$ cat src/rtl/pipe_share_sched_pkg.sv
// Shared types and helpers for the pipe_share_sched scheduler and its arbiter.
package pipe_share_sched_pkg;

  typedef enum logic [1:0] {
    RUN   = 2'd0,
    DRAIN = 2'd1,
    QUIET = 2'd2
  } state_e;

  function automatic int clog2(input int v);
    int r;
    r = 0;
    while ((1 << r) < v) r++;
    return r;
  endfunction

  localparam int PIPE_DEFAULT = 4;
  localparam int CNTW         = clog2(PIPE_DEFAULT + 1);

endpackage

$ cat src/rtl/pipe_reg.sv
// Generic register chain of depth pipe; every stage clears on reset.
module pipe_reg #(
  parameter int bitwidth = 8,
  parameter int pipe     = 4
) (
  input  logic                clk,
  input  logic                rst,
  input  logic [bitwidth-1:0] i_d,
  output logic [bitwidth-1:0] o_q
);

  logic [bitwidth-1:0] r_stage [pipe];

  always_ff @(posedge clk) begin
    if (rst) begin
      for (int i = 0; i < pipe; i++) r_stage[i] <= '0;
    end else begin
      r_stage[0] <= i_d;
      for (int i = 1; i < pipe; i++) r_stage[i] <= r_stage[i-1];
    end
  end

  assign o_q = r_stage[pipe-1];

endmodule

$ cat src/rtl/pipe_share_sched_rr_arbiter.sv
// Round-robin arbiter: lowest requesting index at or above the pointer wins, wrapping mod NREQ.
module rr_arbiter
  import pipe_share_sched_pkg::*;
#(
  parameter int NREQ = 4,
  parameter int IDW  = 2
) (
  input  logic [NREQ-1:0] i_req,
  input  logic [IDW-1:0]  i_ptr,
  input  logic            i_en,
  output logic [NREQ-1:0] o_gnt,
  output logic [IDW-1:0]  o_id,
  output logic            o_any
);

  logic [IDW:0]   w_sum;
  logic [IDW-1:0] w_idx;

  always_comb begin
    o_gnt = '0;
    o_id  = '0;
    o_any = 1'b0;
    w_sum = '0;
    w_idx = '0;
    for (int i = 0; i < NREQ; i++) begin
      // One extra bit holds ptr+i before the mod-NREQ fold, so non-power-of-two NREQ wraps correctly.
      w_sum = {1'b0, i_ptr} + (IDW+1)'(i);
      if (w_sum >= (IDW+1)'(NREQ)) w_sum = w_sum - (IDW+1)'(NREQ);
      w_idx = w_sum[IDW-1:0];
      if (i_en && !o_any && i_req[w_idx]) begin
        o_gnt[w_idx] = 1'b1;
        o_id         = w_idx;
        o_any        = 1'b1;
      end
    end
  end

endmodule

$ cat src/rtl/pipe_share_sched.sv
// Shares one fixed-latency datapath among NREQ requesters; a tag pipe of matching depth
// returns each result with its owner's ID. Includes a drain/quiesce handshake.
module pipe_share_sched
  import pipe_share_sched_pkg::*;
#(
  parameter int NREQ = 4,
  parameter int BW   = 8,
  parameter int PIPE = PIPE_DEFAULT,
  parameter int IDW  = 2
) (
  input  logic                       clk,
  input  logic                       rst,
  input  logic [NREQ-1:0]            req,
  input  logic [NREQ*BW-1:0]         req_data,
  output logic [NREQ-1:0]            gnt,
  output logic [BW-1:0]              dp_data_in,
  input  logic [BW-1:0]              dp_data_out,
  output logic                       rsp_valid,
  output logic [IDW-1:0]             rsp_id,
  output logic [BW-1:0]              rsp_data,
  input  logic                       drain_req,
  output logic                       drain_done,
  output logic [clog2(PIPE+1)-1:0]   inflight,
  output logic                       busy
);

  localparam int IFW = clog2(PIPE + 1);

  state_e           r_state;
  state_e           w_state_nxt;
  logic [IDW-1:0]   r_ptr;
  logic [IFW-1:0]   r_inflight;
  logic             r_drain_done;
  logic             w_grant_en;
  logic [NREQ-1:0]  w_gnt;
  logic [IDW-1:0]   w_id;
  logic             w_any;
  logic [BW-1:0]    w_dp_data;
  logic [IDW:0]     w_tag_d;
  logic [IDW:0]     w_tag_q;

  // Grants are gated off during reset so no op is launched while state is being cleared.
  assign w_grant_en = (r_state == RUN) && !rst;

  rr_arbiter #(
    .NREQ (NREQ),
    .IDW  (IDW)
  ) u_arb (
    .i_req (req),
    .i_ptr (r_ptr),
    .i_en  (w_grant_en),
    .o_gnt (w_gnt),
    .o_id  (w_id),
    .o_any (w_any)
  );

  always_comb begin
    w_dp_data = '0;
    for (int k = 0; k < NREQ; k++) begin
      if (w_gnt[k]) w_dp_data = req_data[k*BW +: BW];
    end
  end

  always_comb begin
    w_state_nxt = r_state;
    case (r_state)
      RUN:     if (drain_req) w_state_nxt = DRAIN;
      DRAIN: begin
        if (!drain_req)              w_state_nxt = RUN;
        else if (r_inflight == '0)   w_state_nxt = QUIET;
      end
      QUIET:   if (!drain_req) w_state_nxt = RUN;
      default: w_state_nxt = RUN;
    endcase
  end

  always_ff @(posedge clk) begin
    if (rst) begin
      r_state      <= RUN;
      r_ptr        <= '0;
      r_inflight   <= '0;
      r_drain_done <= 1'b0;
    end else begin
      r_state      <= w_state_nxt;
      r_drain_done <= (w_state_nxt == QUIET);
      r_inflight   <= r_inflight + IFW'(w_any) - IFW'(rsp_valid);
      if (w_any) r_ptr <= (w_id == IDW'(NREQ-1)) ? '0 : w_id + 1'b1;
    end
  end

  // Tag path: {valid, id} travels in lockstep with the shared datapath.
  assign w_tag_d = {w_any, w_id};

  pipe_reg #(
    .bitwidth (IDW + 1),
    .pipe     (PIPE)
  ) u_tag (
    .clk (clk),
    .rst (rst),
    .i_d (w_tag_d),
    .o_q (w_tag_q)
  );

  assign gnt        = w_gnt;
  assign dp_data_in = w_dp_data;
  assign rsp_valid  = w_tag_q[IDW];
  assign rsp_id     = w_tag_q[IDW-1:0];
  assign rsp_data   = dp_data_out;
  assign drain_done = r_drain_done;
  assign inflight   = r_inflight;
  assign busy       = (r_inflight != '0);

endmodule

$ cat config.mk
export PLATFORM = sky130hd
export DESIGN_NAME = pipe_share_sched
export DESIGN_NICKNAME = d
export VERILOG_FILES = /design/src/rtl/pipe_share_sched_pkg.sv /design/src/rtl/pipe_reg.sv /design/src/rtl/pipe_share_sched_rr_arbiter.sv /design/src/rtl/pipe_share_sched.sv
export SDC_FILE = /design/constraint.sdc
export NUM_CORES = 1
export LEC_CHECK = 0
export CAP_MARGIN = 20
export CORE_UTILIZATION = 39
export CTS_CLUSTER_DIAMETER = 80
export DETAILED_ROUTE_END_ITERATION = 8
export GPL_TIMING_DRIVEN = 1
export HOLD_SLACK_MARGIN = 0.03
export PLACE_DENSITY = 0.86
export SLEW_MARGIN = 20
export SYNTH_ARGS = -nofsm -noshare
export SYNTH_HDL_FRONTEND = slang
export SYNTH_SLANG_ARGS = --single-unit
export TNS_END_PERCENT = 30
$ cat constraint.sdc
create_clock -name clk -period 3.45 [get_ports clk]
set_clock_uncertainty 0.2 [all_clocks]
set_input_delay 0.5175 -clock clk [delete_from_list [all_inputs] [get_ports clk]]
set_output_delay 0.5175 -clock clk [all_outputs]
set_load 0.005 [all_outputs]
Yosys cells after proc, flatten, opt, wreduce, memory -nomap -nowiden
Memories as Yosys holds them, arrays and structs flattened. Index checks and enable logic that the tools add are counted.

Flip-flop bits (word level): 8. Memory bits (writable): 12. Output and inout bits: 28. Logic and storage cells: 106. Memories kept: 1.

Memories: u_tag.r_stage (depth 4, bits a word 3, rd ports 4, clocked after memory_dff 0, wr ports 4, RTL line pipe_reg.sv:12) `logic [bitwidth-1:0] r_stage [pipe];`.

Add/sub/neg operators: 10. Magnitude comparators: 12. Equal/unequal tests: 4. Muxes and demuxes: 49. Bitwise gates (word level): 7. Reductions and logical operators: 19.

Operator list (number): two-way mux 8 bit (4); two-way mux 2 bit (13); two-way mux 4 bit (4); two-way mux 1 bit (15); logical AND 1 bit (12); less-than comparator 2 x 3 -> 1 bit, second input constant (4); two-way mux 3 bit (4); OR 4 bit (3); >= comparator 3 bit, second input constant (3); binary-select mux 1 bit (select 2 bit) (4); demux 1 bit (select 2 bit) (4); >= comparator 2 x 1 -> 1 bit, second input constant (4); subtractor 2 x 1 -> 2 bit, second input constant (4); adder 2 x 2 -> 3 bit, second input constant (2); equality test 2 bit, second input constant (3); case mux 2 bit (3 select lines) (1); logical NOT 1 bit (4); OR 1 bit (4); adder 2 x 1 -> 3 bit, second input constant (1); adder 3 x 1 -> 3 bit (1); >= comparator 2 x 3 -> 1 bit, second input constant (1); logical NOT 3 bit (1); nonzero test 3 bit (1); subtractor 3 x 1 -> 3 bit (1); 3 further kinds (3).

Logic depth before layout (Yosys ltp)
Gate-level depths: netlist of run 1.

Word-level depth: 22. Gate-level depth with buffers: 12. Depth with buffers taken out: 9.

Modules after synthesis
From an unflattened synthesis of run 1, not the netlist that was laid out.

Cells, all modules: 168. Area, all modules: 1550.2 µm².

By module, submodules not included: pipe_share_sched (times used 1, cells an instance 77, area an instance 634.4 µm², seq. area each 160.2 µm²); rr_arbiter (times used 1, cells an instance 66, area an instance 549.3 µm², seq. area each 0.0 µm²); pipe_reg (times used 1, cells an instance 25, area an instance 366.6 µm², seq. area each 240.2 µm²).

Worst setup path before layout of run 1
No wires, ideal clock.

Path kind: register to output. Start point: reg r_ptr[1]. End point: out dp_data_in[0]. Arrival time: 2.689 ns. Required time: 2.732 ns. Slack: 0.043 ns. Stages on the path, launching flop included: 11. Cell sequence: dfxtp_1 -> buf_2 -> inv_1 -> ha_1 -> or3b_1 -> a2111o_1 -> a21oi_2 -> nor4_4 -> nor2b_1 -> buf_6 -> a221oi_2.

Word-level cells in the longest chain between the ends: 22. Elaborated cells between the ends (all ways): 67.

Ends and longest elaborated chain: start: declaration (RTL line pipe_share_sched.sv:31) `logic [IDW-1:0] r_ptr;`; start signal: assignment (RTL line pipe_share_sched.sv:87) `if (w_any) r_ptr <= (w_id == IDW'(NREQ-1)) ? '0 : w_id + 1'b1;`; parallel branches: the longest is 17 deep, another holds adder 2 x 1 -> 3 bit; two-way mux 4 bit * (RTL line pipe_share_sched_rr_arbiter.sv:30) `if (i_en && !o_any && i_req[w_idx]) begin`; two-way mux 8 bit (3 in series) (RTL line pipe_share_sched.sv:60) `if (w_gnt[k]) w_dp_data = req_data[k*BW +: BW];`; two-way mux 8 bit * (RTL line pipe_share_sched.sv:60); end: declaration (RTL line pipe_share_sched.sv:16) `output logic [BW-1:0] dp_data_in,`.

Mark *: on every way between the ends. The select of a mux whose other input is x is not followed.

Worst setup path after layout of run 1
Start point: reg r_ptr[1]. End point: out dp_data_in[6].

The elaborated chain is that of the path after synthesis.

==> results of run 1 <==
==> area by class of cell <==
class                   count  area (um2)  area share [%]
clock buffers               4        55.1            1.93
flip-flops and latches     20         403            14.1
repair buffers            109         982            34.4
well taps                  52        65.1            2.28
inverters                  25        93.8            3.29
multi-input cells         132        1250            43.9
==> sequential cells by signal, indices dropped and copies added, names as in the netlist, named ones only <==
register / cells
inflight: 3
drain_done: 1
r_ptr: 1
u_tag.r_stage: 12
r_state: 2
==> stage by stage <==
| stage | setup slack (ns) | power [mW] | TNS (ns) | area, um2 | cells |
|---|---|---|---|---|---|
| 2_1_floorplan | 0.0430 | 0.655 | 0 | 1770 | 197 |
| 3_3_place_gp | -0.858 | 0.892 | -8.06 | 2480 | 315 |
| 3_5_place_dp | -0.933 | 0.907 | -8.85 | 2480 | 315 |
| 4_1_cts | -0.192 | 1.15 | -0.542 | 2770 | 337 |
| 5_1_grt | -0.297 | 1.29 | -2.15 | 2850 | 342 |
| 6_report | -0.176 | 1.21 | -0.959 | 2850 | 342 |
==> power by group <==
group          switching [mW]  total [mW]  internal, mW
logic                   0.333       0.758         0.425
clock network          0.0731       0.175         0.101
registers              0.0164       0.275         0.259
total                   0.423        1.21         0.785
==> kinds of logic after synthesis <==
logic type / Yosys count
simple gates: 72
buf+inv: 47
compound gates: 36
flops: 20
mux: 10
fa+ha+maj: 9
xor+xnor: 3
==> timing repair <==
| action | CTS | global route |
|---|---|---|
| hold endpoints to repair | 0 | 0 |
| setup buffers | 15 | 5 |
| cloned | 3 | 0 |
| resized for setup | 73 | 11 |
| pin swaps | 17 | 6 |
| setup endpoints to repair | 12 | 12 |
==> synth_stat cells, drive strengths merged, types with 2 or more instances <==
master / number
nor3: 6
ha: 8
buf: 19
mux4: 2
a221oi: 9
and3: 2
a2bb2oi: 2
inv: 25
a21oi: 6
mux2: 3
dfxtp: 20
or2b: 2
nor2: 14
a2111o: 2
nand4: 8
nand3: 2
xnor2: 2
mux2i: 5
clkbuf: 3
and2: 3
nand2: 11
nor2b: 12
nand2b: 2
o211a: 8
nor3b: 3
==> routing by layer <==
metal  GRT usage, %  up-vias  part of all wire (%)  routed length [um]
met5              0        -                     0                   0
met4           9.52        0                   2.7                 142
met3           3.78       14                   3.3                 178
met2           37.3       42                    50                2680
met1           28.9      873                    44                2330
li1               -      879                     -                   -
==> worst max-delay path by stage <==
stage	from	endpoint	slack (ns)	cells after the start
6_report	r_ptr[1]	dp_data_in[6]	-0.18	11
5_1_grt	register	dp_data_in[3]	-0.30	11
4_1_cts	r_ptr[1]	dp_data_in[3]	-0.19	11
3_5_place_dp	req[1]	dp_data_in[5]	-0.93	8
3_3_place_gp	req[2]	dp_data_in[0]	-0.86	8
2_1_floorplan	r_ptr[1]	dp_data_in[0]	0.04	10
==> critical path, cell delays in order, from the launching register on <==
cell and delay, ns:
dfxtp_2 0.35, inv_2 0.06, ha_4 0.28, or4b_2 0.64, a2bb2oi_4 0.23, a21oi_4 0.21
nor4_4 0.05, buf_6 0.13, buf_6 0.12, o211a_1 0.14, a221oi_2 0.25, buf_2 0.17
==> flow_summary_export.csv, run 1 <==
group,metric,value,unit
cells_and_area,num-fill-cells,321,
yosys,synth_seq_cells,20,
critical_path,critPathKind,"register to output pin",
sta,hold_viol,0,
run_status,status,"finished with violations",
sta,drv_slew,0,
run,cap_violations,0,
placement,port_buffers,58,
die,io_pins,75,
sta,fin_crit_sh,105,%
die,die_x,69.3,um
global_route,grt_pass1_vias,1847,
clock_tree,numCtsBuffers,3,
hold_path,min_from,"u_tag.r_stage[0][0]",
yosys,synthMuxAreaShare,8.63,%
placement,gp_congestion,0.862,
sta,period_needed,3.63,ns
clock_tree,cts_hold_buf,0,
power,ir_drop,179,uV
sta,slew_headroom,70.6,%
drt,first_iter_violations,104,
critical_path,reg2reg_to,"r_ptr[1]",
die,dieHeight,69.3,um
yosys,synth-simple-area-share,23.8,%
yosys,syn-num-nets,253,
yosys,synth_top_family_by_area,"simple AND/OR/NAND/NOR gates",
yosys,syn_avg_cell_area,8.97,um2
clock_tree,clk_path_buf_depth,2,
clock_tree,cts_root_buf,"clkbuf_8",
die,die-area,4810,um2
yosys,synth_warnings,0,
critical_path,reg2regPathDepth,11,
cells_and_area,antenna_cells,0,
sta,hold_slack,0.238,ns
die,initial_core_util,40.6,%
yosys,ys_top_cells_by_area,"dfxtp_1, a221oi_2, ha_1, inv_1, o211a_1",
yosys,synthAdderAreaFrac,6.79,%
drt,postRouteAntennaNets,0,
drt,wl,5.32,mm
drt,first_pass_iters,4,
yosys,yosysTopAreaCellShare,22.6,%
cells_and_area,drive_gt1_share,36.2,%
cells_and_area,final_cell_mix,"clkdlybuf4s50_1, buf_4, inv_1, dfxtp_1, nor2_1",
critical_path,crit_fanout,7,
power,powerDensity,424,nW/um2
global_route,grtUsageTotal,22.5,%
yosys,synth_area,1770,um2
sta,tightest_slew,0.439,ns
yosys,synthArstFlopShare,0,%
placement,place_hpwl,3.32,mm
clock_tree,clock_sinks,20,
sta,fin_ws,-0.176,ns
yosys,synth-compound-area-share,21.9,%
clock_tree,htree_levels,1,
drt,post-route-drc-count,0,
yosys,syn_inst,197,
clock_tree,clkTransAtPathRegs,0.07,ns
yosys,synth_top_cell_by_area,"dfxtp_1",
drt,viasPerCell,5.29,
cells_and_area,area_growth,61.3,%
critical_path,worstPathRequired,2.73,ns
drt,vias,1808,
yosys,synthXorXnorAreaFrac,1.49,%
global_route,grt_antenna_before_repair,0,
cells_and_area,postLayoutCoreUtil,65.5,%
yosys,synth_edf_count,0,
die,std_cell_rows,24,
sta,setup_violations,8,
hold_path,hold_depth,1,
critical_path,rrSetupSlack,0.80,ns
sta,fmax,276,MHz
drt,wl_per_cell,15.6,um
yosys,ys.flop_type,"dfxtp_1",
global_route,grt-ovfl-total,0,
run_status,violations,"setup timing",
critical_path,worstSetupEndpointType,"output pin",
cells_and_area,nNetsFinal,347,
global_route,grt_max_degree,19,
critical_path,critPathLaunchType,"register",
clock_tree,clock_latency,0.26,ns
global_route,grt_pass1_wl,8.76,mm
sta,rsz0062_at_grt,"yes",
cells_and_area,final_common_cell,"clkdlybuf4s50_1",
hold_path,hold_class,"register to register",
power,p_leak,1.30,nW
hold_path,min_to,"u_tag.r_stage[1][0]",
yosys,ys_seq_area_share,22.6,%
die,core_area,4350,um2
clock_tree,cts_tree,"built",
yosys,yosysUniqueCellTypes,52,
critical_path,worstPathArrival,2.91,ns
No activity file was read; power rests on OpenSTA's default activity.
==> run 2, diff against run 1 <==
--- a/config.mk
+++ b/config.mk
@@ -5,7 +5,6 @@
 export SDC_FILE = /design/constraint.sdc
 export NUM_CORES = 1
 export LEC_CHECK = 0
-export CAP_MARGIN = 20
 export CORE_UTILIZATION = 39
 export CTS_CLUSTER_DIAMETER = 80
 export DETAILED_ROUTE_END_ITERATION = 8
==> results of run 2 <==
No change in the layout: final DEF, timing and power equal those of run 1.
==> run 3, diff against run 2 <==
--- a/config.mk
+++ b/config.mk
@@ -5,7 +5,9 @@
 export SDC_FILE = /design/constraint.sdc
 export NUM_CORES = 1
 export LEC_CHECK = 0
-export CORE_UTILIZATION = 39
+export CELL_PAD_IN_SITES_DETAIL_PLACEMENT = 0
+export CELL_PAD_IN_SITES_GLOBAL_PLACEMENT = 2
+export CORE_UTILIZATION = 22
 export CTS_CLUSTER_DIAMETER = 80
 export DETAILED_ROUTE_END_ITERATION = 8
 export GPL_TIMING_DRIVEN = 1
==> run 3 against run 2 <==
  * The flow still finishes with violations (setup timing)
  * Cell count up 11%
  * Largest cell class unchanged
  * Combinational power fell by 6.6%
  * Register-to-register slack better by 0.16 ns
  * Maximum frequency rose by 3.6%
  * Utilization is 29 points lower
  * Flip-flop and latch count stayed put
  * Sequential power hardly changed
==> flow_summary_export.csv, run 3 (synthesis gave the netlist of run 1 again) <==
group,metric,value,unit
cells_and_area,final_cell_mix,"clkdlybuf4s50_1, buf_4, inv_1, dfxtp_1, nor2_1",
clock_tree,clkTransAtPathRegs,0.08,ns
sta,rsz0062_at_grt,"yes",
cells_and_area,antenna_cells,0,
sta,drv_slew,0,
global_route,grtUsageTotal,11.5,%
power,ir_drop,149,uV
critical_path,crit_fanout,9,
clock_tree,clock_latency,0.26,ns
global_route,grt-ovfl-total,0,
drt,wl_per_cell,12.9,um
die,die-area,8400,um2
sta,period_needed,3.50,ns
critical_path,worstSetupEndpointType,"output pin",
hold_path,hold_class,"register to register",
cells_and_area,postLayoutCoreUtil,36.2,%
clock_tree,cts_root_buf,"clkbuf_8",
power,p_leak,1.22,nW
cells_and_area,register_area,403,um2
global_route,grt_pass1_vias,1548,
sta,setup_violations,10,
power,pwr-share-clk,18.9,%
run,cap_violations,0,
placement,gp_congestion,0.840,
placement,placed_cells,371,
drt,postRouteAntennaNets,0,
cells_and_area,drive_gt1_share,32.3,%
sta,fmax,286,MHz
placement,place_hpwl,3.67,mm
run_status,violations,"setup timing",
sta,tightest_slew,0.406,ns
die,core_area,7770,um2
power,switching_power,403,uW
cells_and_area,area_growth,58.9,%
critical_path,worstPathRequired,2.73,ns
cells_and_area,largest_register,"u_tag.r_stage",
clock_tree,cts_tree,"built",
critical_path,worstPathArrival,2.78,ns
cells_and_area,nNetsFinal,336,
power,powerDensity,431,nW/um2
cells_and_area,instances_no_fill,381,
global_route,grt_max_degree,19,
sta,hold_viol,0,
drt,first_iter_violations,55,
power,p_sw_share,33.3,%
clock_tree,cts_hold_buf,0,
sta,slew_headroom,72.8,%
drt,vias,1669,
die,initial_core_util,22.8,%
sta,hold_slack,0.227,ns
run_status,status,"finished with violations",
clock_tree,clock_sinks,20,
die,std_cell_rows,32,
placement,port_buffers,58,
placement,place_area,2600,um2
cells_and_area,final_common_cell,"clkdlybuf4s50_1",
clock_tree,numCtsBuffers,3,
drt,wl,4.91,mm
power,power_frac_comb,58.4,%
cells_and_area,num-fill-cells,814,
power,power,1.21,mW
global_route,grt_antenna_before_repair,0,
critical_path,critPathKind,"register to output pin",
global_route,grt_pass1_wl,7.71,mm
drt,viasPerCell,4.38,
cells_and_area,fin_area,2810,um2
drt,first_pass_iters,4,
cells_and_area,largest_reg_flops,12,
drt,post-route-drc-count,0,
clock_tree,htree_levels,1,
power,p_int,807,uW
die,die_x,91.6,um
die,dieHeight,91.6,um
clock_tree,clk_path_buf_depth,2,
cells_and_area,multi_input_area,1230,um2
die,io_pins,75,
power,power_frac_seq,22.6,%
critical_path,critPathLaunchType,"register",
sta,fin_ws,-0.0488,ns
sta,fin_crit_sh,101,%
-- run 3: through the flow --
stage          TNS [ns]  setup WS, ns
3_5_place_dp      -9.02        -0.936
6_report         -0.180       -0.0488
5_1_grt           -1.28        -0.142
2_1_floorplan         0        0.0430
4_1_cts          -0.122       -0.0298
3_3_place_gp      -9.02        -0.928
-- run 3: final timing paths --
| path | start | endpoint | slack (ns) | cells after the start |
|---|---|---|---|---|
| max | r_ptr[1] | gnt[2] | -0.05 | 9 |
| min | u_tag.r_stage[0][1] | u_tag.r_stage[1][1] | 0.23 | 1 |
| max reg2reg | r_state[1] | inflight[2] | 0.96 | 11 |
| min reg2reg | u_tag.r_stage[0][1] | u_tag.r_stage[1][1] | 0.23 | 1 |
-- run 3: repair_timing --
action,CTS,global route
pin swaps,11,2
gates resized for setup,68,4
endpoints found under the setup margin,12,11
setup buffers,4,1
cloned,1,0
-- run 3: worst max-delay path, cell delays in order (launching register included) --
cell             delay (ns)
dfxtp_2                0.34
inv_2                  0.05
ha_4                   0.28
or4b_2                 0.63
a2bb2oi_4              0.22
a21oi_2                0.21
a311oi_4               0.08
buf_6                  0.17
inv_1                  0.05
clkdlybuf4s50_1        0.48
-- run 3: layout make-up --
class	instances	share of cell area (%)
multi-input combinational	131	43.8
tap	102	4.54
sequential	20	14.3
clock inverter	1	1.07
inverter	25	3.34
timing repair buffer	99	31.4
clock buffer	3	1.47
-- run 3: power groups by stage --
stage	clock network, mW	registers (mW)	logic, mW
global route	0.251	0.278	0.762
CTS	0.236	0.274	0.699
detailed placement	0	0.277	0.672
global placement	0	0.277	0.674
floorplan	0	0.277	0.377
finish	0.229	0.274	0.708
-- run 3: per-layer routing --
| metal | global-route usage (%) | share of wire (%) | up-vias |
|---|---|---|---|
| met1 | 15.9 | 47 | 781 |
| met4 | 3.04 | 1.2 | 0 |
| li1 | - | - | 859 |
| met3 | 1.99 | 2.4 | 6 |
| met2 | 18.3 | 50 | 23 |
| met5 | 0 | 0 | - |
